## src/rtl/flag_branch_unit.sv

```systemverilog
// flag_branch_unit
//   Consumer of the execute stage's {valid, C, N, Z} status. Holds the
//   architectural condition-code register (CCR), resolves conditional jumps
//   against it (with a same-cycle bypass of the flags being written), and
//   saves/restores the CCR around interrupts.
//
// Parameters
//   CONSUME_EN  1: a taken conditional jump clears the flag it tested.
//   PEND_EN     1: int_req arriving while busy (or while stalled) is latched.
//
// Ports
//   clk, rst_n           clock (rising edge), async active-low reset
//   stall                freezes CCR, shadow, FSM and branch evaluation
//   flag_we, new_status  flag update {valid, C, N, Z}; needs valid=1
//   flag_mask            per-flag update enable {C, N, Z}
//   setc, clrc           force C high / low (setc wins)
//   jmp_valid, jmp_cond  jump request; 00 JZ, 01 JN, 10 JC, 11 JMP
//   int_req, rti         interrupt request / return-from-interrupt pulses
//   ccr                  current {C, N, Z}
//   branch_taken, flush  registered jump-taken indication (flush is 0 after stall)
//   int_ack              high for the single SAVE cycle
//   int_busy             high in SAVE and ACTIVE
//   int_pending          a deferred interrupt request is latched
module flag_branch_unit #(
  parameter bit CONSUME_EN = 1'b1,
  parameter bit PEND_EN    = 1'b1
) (
  input  logic       clk,
  input  logic       rst_n,
  input  logic       stall,
  input  logic       flag_we,
  input  logic [3:0] new_status,
  input  logic [2:0] flag_mask,
  input  logic       setc,
  input  logic       clrc,
  input  logic       jmp_valid,
  input  logic [1:0] jmp_cond,
  input  logic       int_req,
  input  logic       rti,
  output logic [2:0] ccr,
  output logic       branch_taken,
  output logic       flush,
  output logic       int_ack,
  output logic       int_busy,
  output logic       int_pending
);

  typedef enum logic [1:0] {IDLE, SAVE, ACTIVE} state_t;
  typedef enum logic [1:0] {COND_JZ, COND_JN, COND_JC, COND_JMP} cond_t;

  localparam int unsigned FZ = 0;
  localparam int unsigned FN = 1;
  localparam int unsigned FC = 2;

  state_t     state;
  cond_t      cond;
  logic [2:0] shadow;
  logic [2:0] fwd;
  logic [2:0] consumed;
  logic [2:0] ccr_nxt;
  logic       hit;
  logic       taken;
  logic       restore;

  assign cond = cond_t'(jmp_cond);

  // Flags as they will be after this cycle's execute result, so a jump in
  // the same cycle sees them without waiting for the CCR write.
  always_comb begin
    fwd = ccr;
    if (flag_we && new_status[3]) begin
      for (int unsigned i = 0; i < 3; i++) begin
        if (flag_mask[i]) fwd[i] = new_status[i];
      end
    end
    if (setc)      fwd[FC] = 1'b1;
    else if (clrc) fwd[FC] = 1'b0;
  end

  always_comb begin
    hit = 1'b0;
    unique case (cond)
      COND_JZ:  hit = fwd[FZ];
      COND_JN:  hit = fwd[FN];
      COND_JC:  hit = fwd[FC];
      COND_JMP: hit = 1'b1;
      default:  hit = 1'b0;
    endcase
    taken = jmp_valid && hit;
  end

  always_comb begin
    consumed = fwd;
    if (CONSUME_EN && taken) begin
      unique case (cond)
        COND_JZ:  consumed[FZ] = 1'b0;
        COND_JN:  consumed[FN] = 1'b0;
        COND_JC:  consumed[FC] = 1'b0;
        default:  consumed = fwd;
      endcase
    end
    // A restore overrides everything presented in the same cycle.
    restore = (state == ACTIVE) && rti;
    ccr_nxt = restore ? shadow : consumed;
  end

  always_ff @(posedge clk or negedge rst_n) begin
    if (!rst_n) begin
      ccr          <= '0;
      shadow       <= '0;
      state        <= IDLE;
      branch_taken <= 1'b0;
      flush        <= 1'b0;
      int_ack      <= 1'b0;
      int_busy     <= 1'b0;
      int_pending  <= 1'b0;
    end else if (stall) begin
      // Everything holds except flush, which must not redirect fetch twice.
      // A request during a stall cannot start SAVE, so it is parked.
      flush <= 1'b0;
      if (PEND_EN && int_req) int_pending <= 1'b1;
    end else begin
      ccr          <= ccr_nxt;
      branch_taken <= taken;
      flush        <= taken;
      unique case (state)
        IDLE: begin
          if (int_req || int_pending) begin
            state       <= SAVE;
            int_pending <= 1'b0;
            int_ack     <= 1'b1;
            int_busy    <= 1'b1;
          end
        end
        SAVE: begin
          // Capture the post-update value so a flag write in this cycle
          // is part of the saved context.
          shadow  <= ccr_nxt;
          state   <= ACTIVE;
          int_ack <= 1'b0;
          if (PEND_EN && int_req) int_pending <= 1'b1;
        end
        ACTIVE: begin
          if (PEND_EN && int_req) int_pending <= 1'b1;
          if (rti) begin
            state    <= IDLE;
            int_busy <= 1'b0;
          end
        end
        default: begin
          state    <= IDLE;
          int_ack  <= 1'b0;
          int_busy <= 1'b0;
        end
      endcase
    end
  end

endmodule

```

## config.mk

```make
export PLATFORM = sky130hd
export DESIGN_NAME = flag_branch_unit
export DESIGN_NICKNAME = d
export VERILOG_FILES = /design/src/rtl/flag_branch_unit.sv
export SDC_FILE = /design/constraint.sdc
export NUM_CORES = 1
export LEC_CHECK = 0
export BUFFER_PORTS_ARGS = -buffer_cell sky130_fd_sc_hd__buf_2
export CAP_MARGIN = 20
export CORE_MARGIN = 10
export CORE_UTILIZATION = 41
export DETAILED_ROUTE_END_ITERATION = 8
export GPL_TIMING_DRIVEN = 1
export PLACE_DENSITY = 0.74
export RECOVER_POWER = 50
export SETUP_SLACK_MARGIN = 0.05
export SYNTH_ARGS = -nofsm -noshare
export SYNTH_HDL_FRONTEND = slang
export SYNTH_SLANG_ARGS = --single-unit
```

## constraint.sdc

```tcl
create_clock -name clk -period 2.2 [get_ports clk]
set_input_delay 0.55 -clock clk [delete_from_list [all_inputs] [get_ports clk]]
set_output_delay 0.55 -clock clk [all_outputs]
set_load 0.005 [all_outputs]
```

# Word-level counts from Yosys, hierarchy flattened
# Cells that the tools add are included.
[word_totals]
regBits = 13
inputBits = 18
output_inout_bits = 8
elab_cells = 56
[classes]
eq_ne = 8
muxes = 24
bitwise_logic = 3
reduce_logical = 13
[ops]
columns = ["operator", "n"]
rows = [
  ["1-bit two-way mux", 14],
  ["3-bit two-way mux", 3],
  ["2-bit equality test (second input constant)", 3],
  ["2-bit one-hot mux with 3 select lines", 1],
  ["3-bit AND reduction", 2],
  ["2-bit by 1-bit equality test with 1-bit output (second input constant)", 2],
  ["2-bit zero test", 2],
  ["2-bit two-way mux", 2],
  ["2-bit inequality test (second input constant)", 2],
  ["1-bit one-hot mux with 2 select lines", 2],
  ["1-bit one-hot mux with 4 select lines", 1],
  ["2-bit AND reduction", 2],
  ["4-bit AND reduction", 1],
  ["1-bit logical AND", 3],
  ["3-bit inequality test (second input constant)", 1],
  ["1-bit inverter", 3],
  ["1-bit one-hot mux with 3 select lines", 1],
  ["3-bit nonzero test", 1],
  ["2-bit OR reduction", 1],
  ["1-bit logical OR", 1],
]

# Depth between registers and ports, before layout
[logic_depth]
depth_word = 8
ltp_mapped = 6
mapped_depth_nobuf = 6

# Least setup slack after synthesis
# Ideal clock, no wire load.
[synth_timing]
kind = "reg-to-reg"
start = "register state[0]"
end = "register int_busy"
setup_ns = 0.127
t_arrival_ns = 1.396
t_required_ns = 2.073
slack_ns = 0.677
path_stages_with_launch = 6
n_path_buf = 0
synth_period_minus_slack_ns = 1.523
path_cell_list = "dfrtp_1 > inv_1 > ha_1 > a221oi_2 > nand2b_1 > mux2_1"
[synth_between]
elab_chain_len = 3
word_cells_on_any_way = 8
cone_classes = "eq/ne: 4; mux: 1; bitwise: 1; reduce/logical: 2"
[synth_lines]
columns = ["element", "line", "rtl"]
rows = [
  ["start, declared", "55", "state_t state;"],
  ["start signal, assigned", "111", "state <= IDLE;"],
  ["start signal, assigned", "129", "state <= SAVE;"],
  ["start signal, assigned", "139", "state <= ACTIVE;"],
  ["2-bit equality test, or another cell as far along", "126", "unique case (state)"],
  ["2-bit inequality test (no source line) or 1-bit inverter (tied branches)", "-", ""],
  ["4-bit AND reduction (no source line)", "-", ""],
  ["end signal, assigned", "132", "int_busy <= 1'b1;"],
  ["end signal, assigned", "147", "int_busy <= 1'b0;"],
  ["end signal, assigned", "153", "int_busy <= 1'b0;"],
  ["end, declared", "44", "output logic int_busy,"],
]
# Several ways; a longest one is shown, not always the timed one.
# A chain may end at the register's enable or synchronous reset.

# Worst setup path after layout
# Same ends and word-level chain as after synthesis.

==> results by stage <==
Detailed routing:
- The detailed-route wire length per cell is 14.8 µm.
- After detailed routing, no signal wire sits above met4.
- The length of routed wiring on met1 is 654 µm.
- The pre-antenna-repair detailed-routing pass consisted of 4 iterations.
- The routed design uses 792 µm of met2 wire.
- The count of nets left with antenna violations after detail routing is 0.
- The sum of routed wire length over all layers is 1730 µm.
- Summed over all nets, wire length on met3 after detailed routing comes to 269 µm.
- The detailed router finished its first iteration with 17 violations.
- Detailed routing inserted a total of 662 vias.
- After detailed routing, the number of vias per cell comes to 5.66.
- The remaining routing DRC violations is 0.

Global routing:
- The wire length of the first global-routing pass is 2830 µm.
- After global routing the overflow that remains totals 0.
- The global router's overall resource usage is 0.0971.
- Entering global routing, the biggest net connects 17 pins.
- The number of antenna violations at the first check in global routing is 0.
- The number of global-route vias before repair is 648.

Hold path:
- The class of the tightest hold or removal check is in2async.

Synth:
- Summed over all instances, the cell type with the most area after synthesis is dfrtp_1.
- The synthesized design contains 0 enable-type register cells.
- Of the post-synthesis cell area, the dominant cell type holds 0.459.
- Each instance of the synthesized netlist takes up on average 9.70 µm².
- The number of nets handed over by synthesis was 94.
- The number of register bits inferred by synthesis is 13.
- For this run, the number of Yosys warnings is 0.
- Yosys attributes the largest share of cell area to dfrtp_1 46%, ha_1 5.3%, nand2_1 4.8%.
- Summing every instance area after synthesis gives 708 µm².
- The gate count of the mapped netlist is 73.
- The number of unique standard cell types used by synthesis is 28.
- In the synthesized netlist the dominant register cell turns out to be dfrtp_1.
- The share of the Yosys chip area taken by registers is 0.459.
- After synthesis, the share of flip-flops with an asynchronous set or reset is 1.00.

Clocking:
- The clock tree from TritonCTS is built.
- The total of hold buffers inserted after clock tree synthesis is 0.
- The register clock-pin slew on the reported worst setup and hold paths is 0.07 ns.
- The number of buffers created by CTS is 3.
- The worst-skew pair later-pin latency is 0.27 ns.
- The maximum clock insertion buffer count is 2.
- The buffer type at the clock tree root is clkbuf_4.
- Buffers added to address setup during post-CTS repair amount to 0.
- In this run, post-CTS repair resized a total of 0 instances.
- The count of clock tree sinks is 13.
- The depth of the CTS H-tree is 1.

Power and ir drop:
- The clock share of power is 0.165.
- Cell internal power was estimated by the tool at 0.558 mW.
- The switching part of the total power is 0.351.
- Of the total power, registers draw 0.427.
- In this run the static leakage power is 0.419 nW.
- Summed over all nets, the switching power comes to 0.302 mW.
- The maximum resistive drop on vdd is 0.000518 V.
- Of the total power, combinational logic draws 0.407.
- The power per standard cell area is 984 nW/µm².

Setup path:
- STA puts the critical path data arrival time at 1.79 ns.
- The most critical setup path has its startpoint at state[0]$_DFFE_PN0P_.
- The worst endpoint required time is 2.36 ns.
- The worst register-to-register path begins at state[0]$_DFFE_PN0P_.
- Counting cells, the worst reg-to-reg path comes to 5.
- The endpoint identified for the worst register-to-register timing path is int_busy$_DFFE_PN0P_.
- In this run the worst path has a maximum fanout of 6.
- The worst setup path is captured at a flip-flop.
- The critical path in this run is classified as reg2reg.
- The kind of launch point of the worst setup path is a flip-flop.
- In this run the worst setup path terminates at int_busy$_DFFE_PN0P_.
- The worst register-to-register path has a setup slack of 0.56 ns.

Finish:
- Leaving out filler cells and counting taps, the final layout contains 117.
- The count of filler cells inserted in the layout is 151.
- The number of nets in the final layout is 123.
- In the final layout, the multi-input gates occupy 357 µm².
- The fraction of layout cells with a size suffix above 1 is 0.287.
- The final standard cell area without fillers is 873 µm².
- Across the whole layout, storage elements account for 325 µm².
- The area growth from synthesis to layout is 23.3%.
- 0 antenna diodes ended up in the layout.

STA:
- The maximum clock rate is 611 MHz.
- The count of final max-slew check failures is 0.
- For the finished layout, the period the worst path requires is 1.64 ns.
- Setup violations remaining at the end of the flow were counted as 0.
- The final worst clock skew is 0.00217 ns.
- Summed over all failing endpoints, the final setup total negative slack is 0 ns.
- The final critical-path share of the clock period is 0.744.
- The remaining max-slew budget at the tightest pin is 0.542.
- The worst-case hold slack is 0.289 ns.
- Setup repair after global routing left no endpoint under its margin.
- The slew of the pin with the lowest slew margin is 0.687 ns.
- The total count of hold-check failures in the final report is 0.

Status:
- The flow ran to the end, and the final reports show no timing, DRC or antenna violations.

Floorplanning:
- The standard-cell row count is 14.
- The die height is 61.6 µm.
- After floorplanning, the core was sized to cover 1580 µm².
- For this configuration, the core starts out at a cell density of 0.449.
- The die footprint is 3790 µm².
- The floorplan step set the die width to 61.6 µm.
- The I/O pin count is 26.

Placed design:
- The number of buffers added on ports is 25.
- The last weighted congestion value of the routability-driven placer is 0.784.
- Counting tap cells, the placed design contains a total of 113 instances.
- The cell area reported after detailed placement is 850 µm².
- Detailed placement ended at an HPWL of 1400 µm.

Flow run:
- The tool flagged a number of max-cap violations equal to 0.
-- power by group through the flow --
stage	clock, mW	combinational (mW)	sequential (mW)
3_3_place_gp	0	0.340	0.369
2_1_floorplan	0	0.221	0.371
4_1_cts	0.146	0.358	0.368
5_1_grt	0.160	0.401	0.379
6_report	0.142	0.350	0.367
3_5_place_dp	0	0.352	0.373
-- placed cells by master, fill, tap and decap left out, types with 2 or more instances in the layout --
cell      count
a21oi_1       3
a32o_1        2
and3_1        2
buf_2        23
clkbuf_1      3
clkbuf_4      3
dfrtp_1      13
ha_1          3
inv_1         5
nand2_1       9
nand2b_1      4
nand3_1       2
nand4_1       3
nor2_1        3
nor3_1        2
nor3b_1       2
o21ai_0       5
o32a_1        2
-- kinds of logic (layout without fill, tap and decap cells) --
family          Yosys count  in the layout  share of synthesized area
fa+ha+maj                 3              3                     0.0530
simple gates             29             29                      0.216
buf+inv                   7             35                     0.0371
mux                       2              2                     0.0318
compound gates           19             19                      0.203
flops                    13             13                      0.459
-- registers in the layout, summed over array words and instances, names as in the netlist --
register      cells
ccr               3
shadow            3
state             2
branch_taken      1
flush             1
int_ack           1
int_busy          1
int_pending       1
-- area by class of cell --
type                            instances  area share
Clock buffer                            4      0.0301
Inverter                                6      0.0258
Multi-Input combinational cell         53       0.408
Sequential cell                        13       0.372
Tap cell                               16      0.0229
Timing Repair Buffer                   25       0.140
-- worst max-delay path, cell delays in order (launching register included) --
cell and delay (ns):
dfrtp_1 0.35, inv_1 0.07, ha_1 0.28, a221oi_2 0.40, nand2b_1 0.10, mux2_1 0.31
-- worst min-delay path by stage --
stage	startpoint	end	slack, ns	cells after the start
after CTS	rst_n	int_busy$_DFFE_PN0P_	0.16	1
after global placement	rst_n	int_busy$_DFFE_PN0P_	0.45	1
after detailed placement	rst_n	int_busy$_DFFE_PN0P_	0.45	1
after floorplan	rst_n	branch_taken$_DFFE_PN0N_	0.25	0
final	rst_n	int_busy$_DFFE_PN0P_	0.29	1
after global routing	rst_n	int_busy$_DFFE_PN0P_	0.32	1
-- synthesized netlist by cell type, types with 3 or more instances --
cell,count
nand4_1,3
nand2_1,9
ha_1,3
nor2_1,3
dfrtp_1,13
o21ai_0,5
nand2b_1,4
inv_1,5
a21oi_1,3
-- metal layers --
layer,global-route usage,vias to the layer above
li1,-,328
met1,0.105,304
met2,0.151,26
met3,0.0576,4
met4,0.0414,0
met5,0,-
-- through the flow --
stage                     total power [mW]  setup WS, ns  utilization
after detailed placement             0.725         0.575        0.539
final                                0.859         0.564        0.554
after CTS                            0.872         0.553        0.556
after global routing                 0.940         0.416        0.554
after floorplan                      0.592         0.677            -
after global placement               0.710         0.618        0.539
No activity file was read; power rests on OpenSTA's default activity.
